File: config.mk
export PLATFORM = sky130hd
export DESIGN_NAME = inst_encoder
export DESIGN_NICKNAME = d
export VERILOG_FILES = /design/src/rtl/inst_encoder_pkg.sv /design/src/rtl/inst_enc_fifo.sv /design/src/rtl/inst_encoder.sv
export SDC_FILE = /design/constraint.sdc
export NUM_CORES = 1
export LEC_CHECK = 0
export ABC_AREA = 1
export BUFFER_PORTS_ARGS = -buffer_cell sky130_fd_sc_hd__buf_2
export CAP_MARGIN = 25
export CORE_ASPECT_RATIO = 0.9
export CORE_MARGIN = 2
export CORE_UTILIZATION = 47
export CTS_CLUSTER_DIAMETER = 30
export CTS_CLUSTER_SIZE = 24
export DETAILED_ROUTE_END_ITERATION = 10
export GPL_TIMING_DRIVEN = 0
export PLACE_DENSITY = 0.66
export SLEW_MARGIN = 20
export SYNTH_ARGS = -nofsm -noshare
export SYNTH_HDL_FRONTEND = slang
export SYNTH_SLANG_ARGS = --single-unit
File: constraint.sdc
create_clock -name clk -period 7.7 [get_ports clk]
set_input_delay 1.925 -clock clk [delete_from_list [all_inputs] [get_ports clk]]
set_output_delay 1.925 -clock clk [all_outputs]
set_load 0.01 [all_outputs]
File: src/rtl/inst_encoder_pkg.sv
// rtl/inst_encoder_pkg.sv - shared ImmSrc codes, field positions, range limits and FIFO entry type
package inst_encoder_pkg;

  // ImmSrc selector codes; 101..111 all mean R-type (no immediate)
  localparam logic [2:0] IMM_I = 3'b000;
  localparam logic [2:0] IMM_S = 3'b001;
  localparam logic [2:0] IMM_B = 3'b010;
  localparam logic [2:0] IMM_J = 3'b011;
  localparam logic [2:0] IMM_U = 3'b100;
  localparam logic [2:0] IMM_R = 3'b101;

  // Fixed instruction field positions
  localparam int OPCODE_LSB = 0;
  localparam int RD_LSB     = 7;
  localparam int FUNCT3_LSB = 12;
  localparam int RS1_LSB    = 15;
  localparam int RS2_LSB    = 20;
  localparam int FUNCT7_LSB = 25;

  // Representable immediate ranges (B/J also require an even offset)
  localparam int IMM12_MIN = -2048;
  localparam int IMM12_MAX = 2047;
  localparam int IMM13_MIN = -4096;
  localparam int IMM13_MAX = 4094;
  localparam int IMM21_MIN = -(1 << 20);
  localparam int IMM21_MAX = (1 << 20) - 2;

  typedef struct packed {
    logic [31:0] inst;
    logic [31:0] addr;
    logic        err;
  } enc_entry_t;

  function automatic logic in_range(input logic [31:0] v, input int lo, input int hi);
    return ($signed(v) >= lo) && ($signed(v) <= hi);
  endfunction

endpackage

File: src/rtl/inst_enc_fifo.sv
// rtl/inst_enc_fifo.sv - small output FIFO holding encoded words with address and error tag
module inst_enc_fifo
  import inst_encoder_pkg::*;
#(
  parameter int DEPTH = 4,
  parameter int CNT_W = $clog2(DEPTH) + 1
) (
  input  logic             clk,
  input  logic             rst,
  input  logic             flush_i,
  input  logic             wr_en_i,
  input  enc_entry_t       wr_data_i,
  input  logic             rd_en_i,
  output enc_entry_t       rd_data_o,
  output logic [CNT_W-1:0] count_o
);
  localparam int AW = $clog2(DEPTH);

  enc_entry_t       mem_q [DEPTH];
  logic [AW-1:0]    wr_ptr_q, wr_ptr_d;
  logic [AW-1:0]    rd_ptr_q, rd_ptr_d;
  logic [CNT_W-1:0] count_q, count_d;
  logic             do_rd;

  // Pointer and occupancy next state; a read of an empty FIFO is ignored
  always_comb begin
    wr_ptr_d = wr_ptr_q;
    rd_ptr_d = rd_ptr_q;
    count_d  = count_q;
    do_rd    = rd_en_i && (count_q != '0);
    if (wr_en_i) wr_ptr_d = wr_ptr_q + AW'(1);
    if (do_rd)   rd_ptr_d = rd_ptr_q + AW'(1);
    case ({wr_en_i, do_rd})
      2'b10:   count_d = count_q + CNT_W'(1);
      2'b01:   count_d = count_q - CNT_W'(1);
      default: count_d = count_q;
    endcase
  end

  // Pointer/count registers; flush empties the FIFO without touching storage
  always_ff @(posedge clk) begin
    if (rst || flush_i) begin
      wr_ptr_q <= '0;
      rd_ptr_q <= '0;
      count_q  <= '0;
    end else begin
      wr_ptr_q <= wr_ptr_d;
      rd_ptr_q <= rd_ptr_d;
      count_q  <= count_d;
    end
  end

  // Storage array, written at the tail on every accepted write
  always_ff @(posedge clk) begin
    if (wr_en_i) mem_q[wr_ptr_q] <= wr_data_i;
  end

  assign rd_data_o = mem_q[rd_ptr_q];
  assign count_o   = count_q;

endmodule

File: src/rtl/inst_encoder.sv
// rtl/inst_encoder.sv - packs RISC-V fields and immediates into address-tagged instruction words
module inst_encoder
  import inst_encoder_pkg::*;
#(
  parameter int          DEPTH     = 4,
  parameter logic [31:0] BASE_ADDR = 32'h0000_0000
) (
  input  logic        clk,
  input  logic        rst,
  input  logic        clear,
  input  logic        in_valid,
  output logic        in_ready,
  input  logic [6:0]  opcode,
  input  logic [4:0]  rd,
  input  logic [4:0]  rs1,
  input  logic [4:0]  rs2,
  input  logic [2:0]  funct3,
  input  logic [6:0]  funct7,
  input  logic [31:0] imm,
  input  logic [2:0]  ImmSrc,
  output logic        out_valid,
  input  logic        out_ready,
  output logic [31:0] out_inst,
  output logic [31:0] out_addr,
  output logic        out_err,
  output logic [15:0] err_cnt
);
  localparam int               CNT_W   = $clog2(DEPTH) + 1;
  localparam logic [CNT_W:0]   DEPTH_W = (CNT_W + 1)'(DEPTH);

  logic             accept;
  logic [31:0]      enc_inst;
  logic             enc_err;
  logic             s1_valid_q, s1_valid_d;
  logic [31:0]      s1_inst_q, s1_inst_d;
  logic             s1_err_q, s1_err_d;
  logic [29:0]      seq_q, seq_d;
  logic [15:0]      err_cnt_q, err_cnt_d;
  logic             fifo_wr, fifo_rd;
  enc_entry_t       fifo_wdata, fifo_rdata;
  logic [CNT_W-1:0] fifo_count;
  logic [CNT_W:0]   occupancy;

  // Accept only while the FIFO can absorb both the s1 word and a new one; out_ready is not involved
  always_comb begin
    occupancy = {1'b0, fifo_count} + {{CNT_W{1'b0}}, s1_valid_q};
    in_ready  = !rst && !clear && (occupancy < DEPTH_W);
  end

  assign accept = in_valid && in_ready;

  // Field packing and immediate range check; out-of-range immediates still emit truncated bits
  always_comb begin
    enc_inst = '0;
    enc_err  = 1'b0;
    enc_inst[OPCODE_LSB +: 7] = opcode;
    case (ImmSrc)
      IMM_I: begin
        enc_inst[RD_LSB +: 5]     = rd;
        enc_inst[FUNCT3_LSB +: 3] = funct3;
        enc_inst[RS1_LSB +: 5]    = rs1;
        enc_inst[31:20]           = imm[11:0];
        enc_err = !in_range(imm, IMM12_MIN, IMM12_MAX);
      end
      IMM_S: begin
        enc_inst[FUNCT3_LSB +: 3] = funct3;
        enc_inst[RS1_LSB +: 5]    = rs1;
        enc_inst[RS2_LSB +: 5]    = rs2;
        enc_inst[31:25]           = imm[11:5];
        enc_inst[11:7]            = imm[4:0];
        enc_err = !in_range(imm, IMM12_MIN, IMM12_MAX);
      end
      IMM_B: begin
        enc_inst[FUNCT3_LSB +: 3] = funct3;
        enc_inst[RS1_LSB +: 5]    = rs1;
        enc_inst[RS2_LSB +: 5]    = rs2;
        enc_inst[31]              = imm[12];
        enc_inst[30:25]           = imm[10:5];
        enc_inst[11:8]            = imm[4:1];
        enc_inst[7]               = imm[11];
        enc_err = imm[0] || !in_range(imm, IMM13_MIN, IMM13_MAX);
      end
      IMM_J: begin
        enc_inst[RD_LSB +: 5]     = rd;
        enc_inst[31]              = imm[20];
        enc_inst[30:21]           = imm[10:1];
        enc_inst[20]              = imm[11];
        enc_inst[19:12]           = imm[19:12];
        enc_err = imm[0] || !in_range(imm, IMM21_MIN, IMM21_MAX);
      end
      IMM_U: begin
        enc_inst[RD_LSB +: 5]     = rd;
        enc_inst[31:12]           = imm[31:12];
        enc_err = (imm[11:0] != 12'h000);
      end
      default: begin
        enc_inst[RD_LSB +: 5]     = rd;
        enc_inst[FUNCT3_LSB +: 3] = funct3;
        enc_inst[RS1_LSB +: 5]    = rs1;
        enc_inst[RS2_LSB +: 5]    = rs2;
        enc_inst[FUNCT7_LSB +: 7] = funct7;
      end
    endcase
  end

  // The s1 word moves into the FIFO the cycle after acceptance unless a clear drops it
  assign fifo_wr = s1_valid_q && !clear;
  assign fifo_rd = out_valid && out_ready;

  // Next state for s1, the address sequence and the saturating error counter (kept across clear)
  always_comb begin
    s1_valid_d = accept;
    s1_inst_d  = s1_inst_q;
    s1_err_d   = s1_err_q;
    seq_d      = seq_q;
    err_cnt_d  = err_cnt_q;
    if (accept) begin
      s1_inst_d = enc_inst;
      s1_err_d  = enc_err;
    end
    if (clear) begin
      seq_d = '0;
    end else if (fifo_wr) begin
      seq_d = seq_q + 30'd1;
      if (s1_err_q && (err_cnt_q != 16'hFFFF)) err_cnt_d = err_cnt_q + 16'd1;
    end
  end

  // Stage, sequence and error-count registers
  always_ff @(posedge clk) begin
    if (rst) begin
      s1_valid_q <= 1'b0;
      s1_inst_q  <= '0;
      s1_err_q   <= 1'b0;
      seq_q      <= '0;
      err_cnt_q  <= '0;
    end else begin
      s1_valid_q <= s1_valid_d;
      s1_inst_q  <= s1_inst_d;
      s1_err_q   <= s1_err_d;
      seq_q      <= seq_d;
      err_cnt_q  <= err_cnt_d;
    end
  end

  // Address tag is fixed at FIFO write time; a 30-bit word index wraps the byte address mod 2^32
  always_comb begin
    fifo_wdata      = '0;
    fifo_wdata.inst = s1_inst_q;
    fifo_wdata.addr = BASE_ADDR + {seq_q, 2'b00};
    fifo_wdata.err  = s1_err_q;
  end

  inst_enc_fifo #(
    .DEPTH (DEPTH),
    .CNT_W (CNT_W)
  ) u_fifo (
    .clk       (clk),
    .rst       (rst),
    .flush_i   (clear),
    .wr_en_i   (fifo_wr),
    .wr_data_i (fifo_wdata),
    .rd_en_i   (fifo_rd),
    .rd_data_o (fifo_rdata),
    .count_o   (fifo_count)
  );

  // Head outputs read as zero whenever the FIFO is empty
  always_comb begin
    out_valid = (fifo_count != '0);
    out_inst  = out_valid ? fifo_rdata.inst : 32'h0;
    out_addr  = out_valid ? fifo_rdata.addr : 32'h0;
    out_err   = out_valid && fifo_rdata.err;
  end

  assign err_cnt = err_cnt_q;

endmodule
==> flow_summary.json <==
{
  "outcome": "completed",
  "hold_depth": 2,
  "synthMuxAreaShare": 0,
  "worst_setup_path_end_kind": "output pin",
  "total_power_mw": 5.114,
  "cp_max_fo": 10,
  "grt_usage": 0.2422,
  "setup_viol": 0,
  "rsz0062_at_grt": "no",
  "layout-drive-gt1-share": 0.1893,
  "grt_pass1_wl_mm": 60.55,
  "antenna_left": 0,
  "nets": 1787,
  "synth_area_per_cell_um2": 9.912,
  "routedWlPerCell_um": 17.93,
  "grt_overflow": 0,
  "synth_edf_count": 252,
  "grt_max_degree": 24,
  "place_congestion": 0.9634,
  "rr_worst_depth": 10,
  "synth_top_area_cell": "edfxtp_1",
  "r2r_slack_ns": 5.04,
  "first_pass_iters": 5,
  "die_h_um": 171.1,
  "ctsRootBufferMaster": "clkbuf_16",
  "yosysMostFrequentCell": "nor2_1",
  "ys_types": 50,
  "syn_to_final_growth_pct": 27.60,
  "numCtsBuffers": 69,
  "r2r-end": "u_fifo.count_o[2]",
  "yosysWarnings": 0,
  "finalSetupTns_ns": 0,
  "post-cts-setup-buffers": 0,
  "first_global_vias": 11300,
  "hp-class": "flop to flop",
  "powerDensity_mw_per_mm2": 274.9,
  "min_from": "u_fifo.rd_ptr_q[1]",
  "synth_top_family_by_area": "simple AND/OR/NAND/NOR gates",
  "dp_cells": 2045,
  "worst_ir_drop_vdd_mv": 0.1869,
  "finalHoldViolCount": 0,
  "netlist_top_cells_area": "edfxtp_1, dfxtp_1, nor2_1, o21ai_0, nand2_1",
  "synth-async-reset-ratio": 0,
  "cts_resized": 0,
  "period_share": 0.6579,
  "cp.arrival_ns": 3.14,
  "crit_type": "flop to output pin",
  "clock_latency_ns": 0.56,
  "core.rowCount": 61,
  "synth_flop_cell": "edfxtp_1",
  "cts_sinks": 341,
  "syn_inst": 1471,
  "path_clk_slew_ns": 0.04,
  "fp.dieW_um": 189.7,
  "utilization": 0.6064,
  "worstPathRequired_ns": 5.78,
  "finalClockSkew_ns": 0.02145,
  "cts_buffer_depth": 3,
  "period_needed_ns": 5.066,
  "drtIter0Drc": 948,
  "core_area_mm2": 0.03068,
  "via_per_inst": 5.309,
  "num_io_pins": 155,
  "instances_no_fill": 2175,
  "ys_seq_area_frac": 0.6412,
  "fmax_ghz": 0.1974,
  "drc_errors": 0,
  "postCtsHoldBufs": 0,
  "synthTopCellsByCount": "nor2_1, edfxtp_1, nand2_1",
  "synth-simple-area-share": 0.1713,
  "antenna_found_initial": 3,
  "syn_area_mm2": 0.01458,
  "p_leak_nw": 7.008,
  "die_area_mm2": 0.03245,
  "worst_slew_pin_slew_ns": 1.125,
  "port_buffers": 151,
  "routed_wl_mm": 39.00,
  "slew-limit-headroom": 0.2457,
  "cts_tree": "done",
  "floorplan.initialDensity": 0.4752,
  "vias": 11550,
  "synthAdderAreaFrac": 0.007380,
  "reg2reg_from": "u_fifo.count_o[2]",
  "yosysTopAreaCellShare": 0.5190,
  "h-tree-depth": 3,
  "synth_xor_area_frac": 0.009011,
  "synth_compound_area_frac": 0.1217,
  "slew_viol_final": 0,
  "drv_cap": 0,
  "fillers": 2529,
  "dpl.hpwl_mm": 25.85,
  "crit_path_start_kind": "flop",
  "synth_seq_cells": 341
}
[layer usage]
metal  GRT usage  part of all wire  wire length (um)
met5           0           0.00033                13
met1      0.3299              0.44             17080
met4     0.08257             0.022               841
met2      0.3892              0.46             18030
met3     0.04923             0.077              3022
[state kept, by name (all words and copies together), names as in the netlist, named ones only]
| signal | flops |
|---|---|
| u_fifo.rd_ptr_q | 2 |
| s1_valid_q | 1 |
| u_fifo.count_o | 3 |
| seq_q | 30 |
| u_fifo.mem_q | 252 |
| err_cnt | 16 |
| s1_err_q | 1 |
| s1_inst_q | 32 |
| u_fifo.wr_ptr_q | 2 |
[cell type report]
| class | count | area [um^2] | area share |
|---|---|---|---|
| inverters | 116 | 440.4 | 0.02367 |
| multi-input cells | 949 | 4548 | 0.2445 |
| flip-flops and latches | 341 | 9349 | 0.5025 |
| well taps | 409 | 511.7 | 0.02751 |
| clock inverters | 46 | 538.0 | 0.02892 |
| clock buffers | 82 | 1837 | 0.09873 |
| plain buffers | 66 | 276.5 | 0.01486 |
| diodes | 2 | 5.005 | 0.0002690 |
| repair buffers | 164 | 1099 | 0.05905 |
[metrics by stage]
step | hold slack, ns | area (um^2) | setup WS [ns]
3_5_place_dp | 0.4643 | 16220 | 2.741
4_1_cts | 0.4694 | 18600 | 2.584
2_1_floorplan | 0.4363 | 14580 | 2.456
3_3_place_gp | 0.4462 | 15850 | 0.1026
5_1_grt | 0.4926 | 18600 | 2.424
6_report | 0.4717 | 18600 | 2.634
[worst max-delay path, stage by stage, from the launching register on]
cell	delay (ns)
dfxtp_1	0.31
clkbuf_1	0.52
clkbuf_1	0.62
clkbuf_1	0.46
nor2_1	0.10
nor2_1	0.10
o21ai_0	0.09
a21oi_1	0.22
buf_2	0.17
[worst max path at each step]
stage / from / end / slack (ns) / depth (start not counted)
after floorplan: clear / u_fifo.mem_q[0][0] / 2.46 / 3
after global placement: clear / u_fifo.mem_q[3][26] / 0.10 / 4
after detailed placement: rst / in_ready / 2.74 / 5
after CTS: flop / out_addr[11] / 2.58 / 8
after global routing: flop / out_addr[29] / 2.42 / 8
final: flop / out_addr[11] / 2.63 / 8
[logic make-up (layout without fill, tap and decap cells)]
family / Yosys count / in the layout
AO/OA/AOI/OAI: 327 / 327
XOR/XNOR: 15 / 15
adder cells (fa/ha/maj): 8 / 8
buffers and inverters: 182 / 474
flip-flops: 341 / 341
other: 1 / 4
AND/OR/NAND/NOR: 597 / 597
[cell usage in the layout (no fill, tap or decap), drive strengths merged, types with 3 or more instances in the layout]
cell type	instances
a21oi	120
o21ai	164
a31oi	4
ha	7
inv	135
o311ai	8
nor2	341
edfxtp	252
clkinv	17
xor2	11
xnor2	4
a221oi	4
o2111ai	4
nand3	32
nor3b	5
clkinvlp	4
buf	185
dfxtp	89
clkbuf	127
nand2	176
o211ai	12
bufinv	6
nor4	5
nor3	28
nand4	8
o22ai	3
[power by group]
group / internal [mW] / switching [mW] / total (mW)
clock network: 1.95 / 1.04 / 2.99
registers: 1.98 / 0.0153 / 1.99
logic: 0.0440 / 0.0866 / 0.131
total: 3.98 / 1.14 / 5.11
Power figures use the tool's default switching activity.
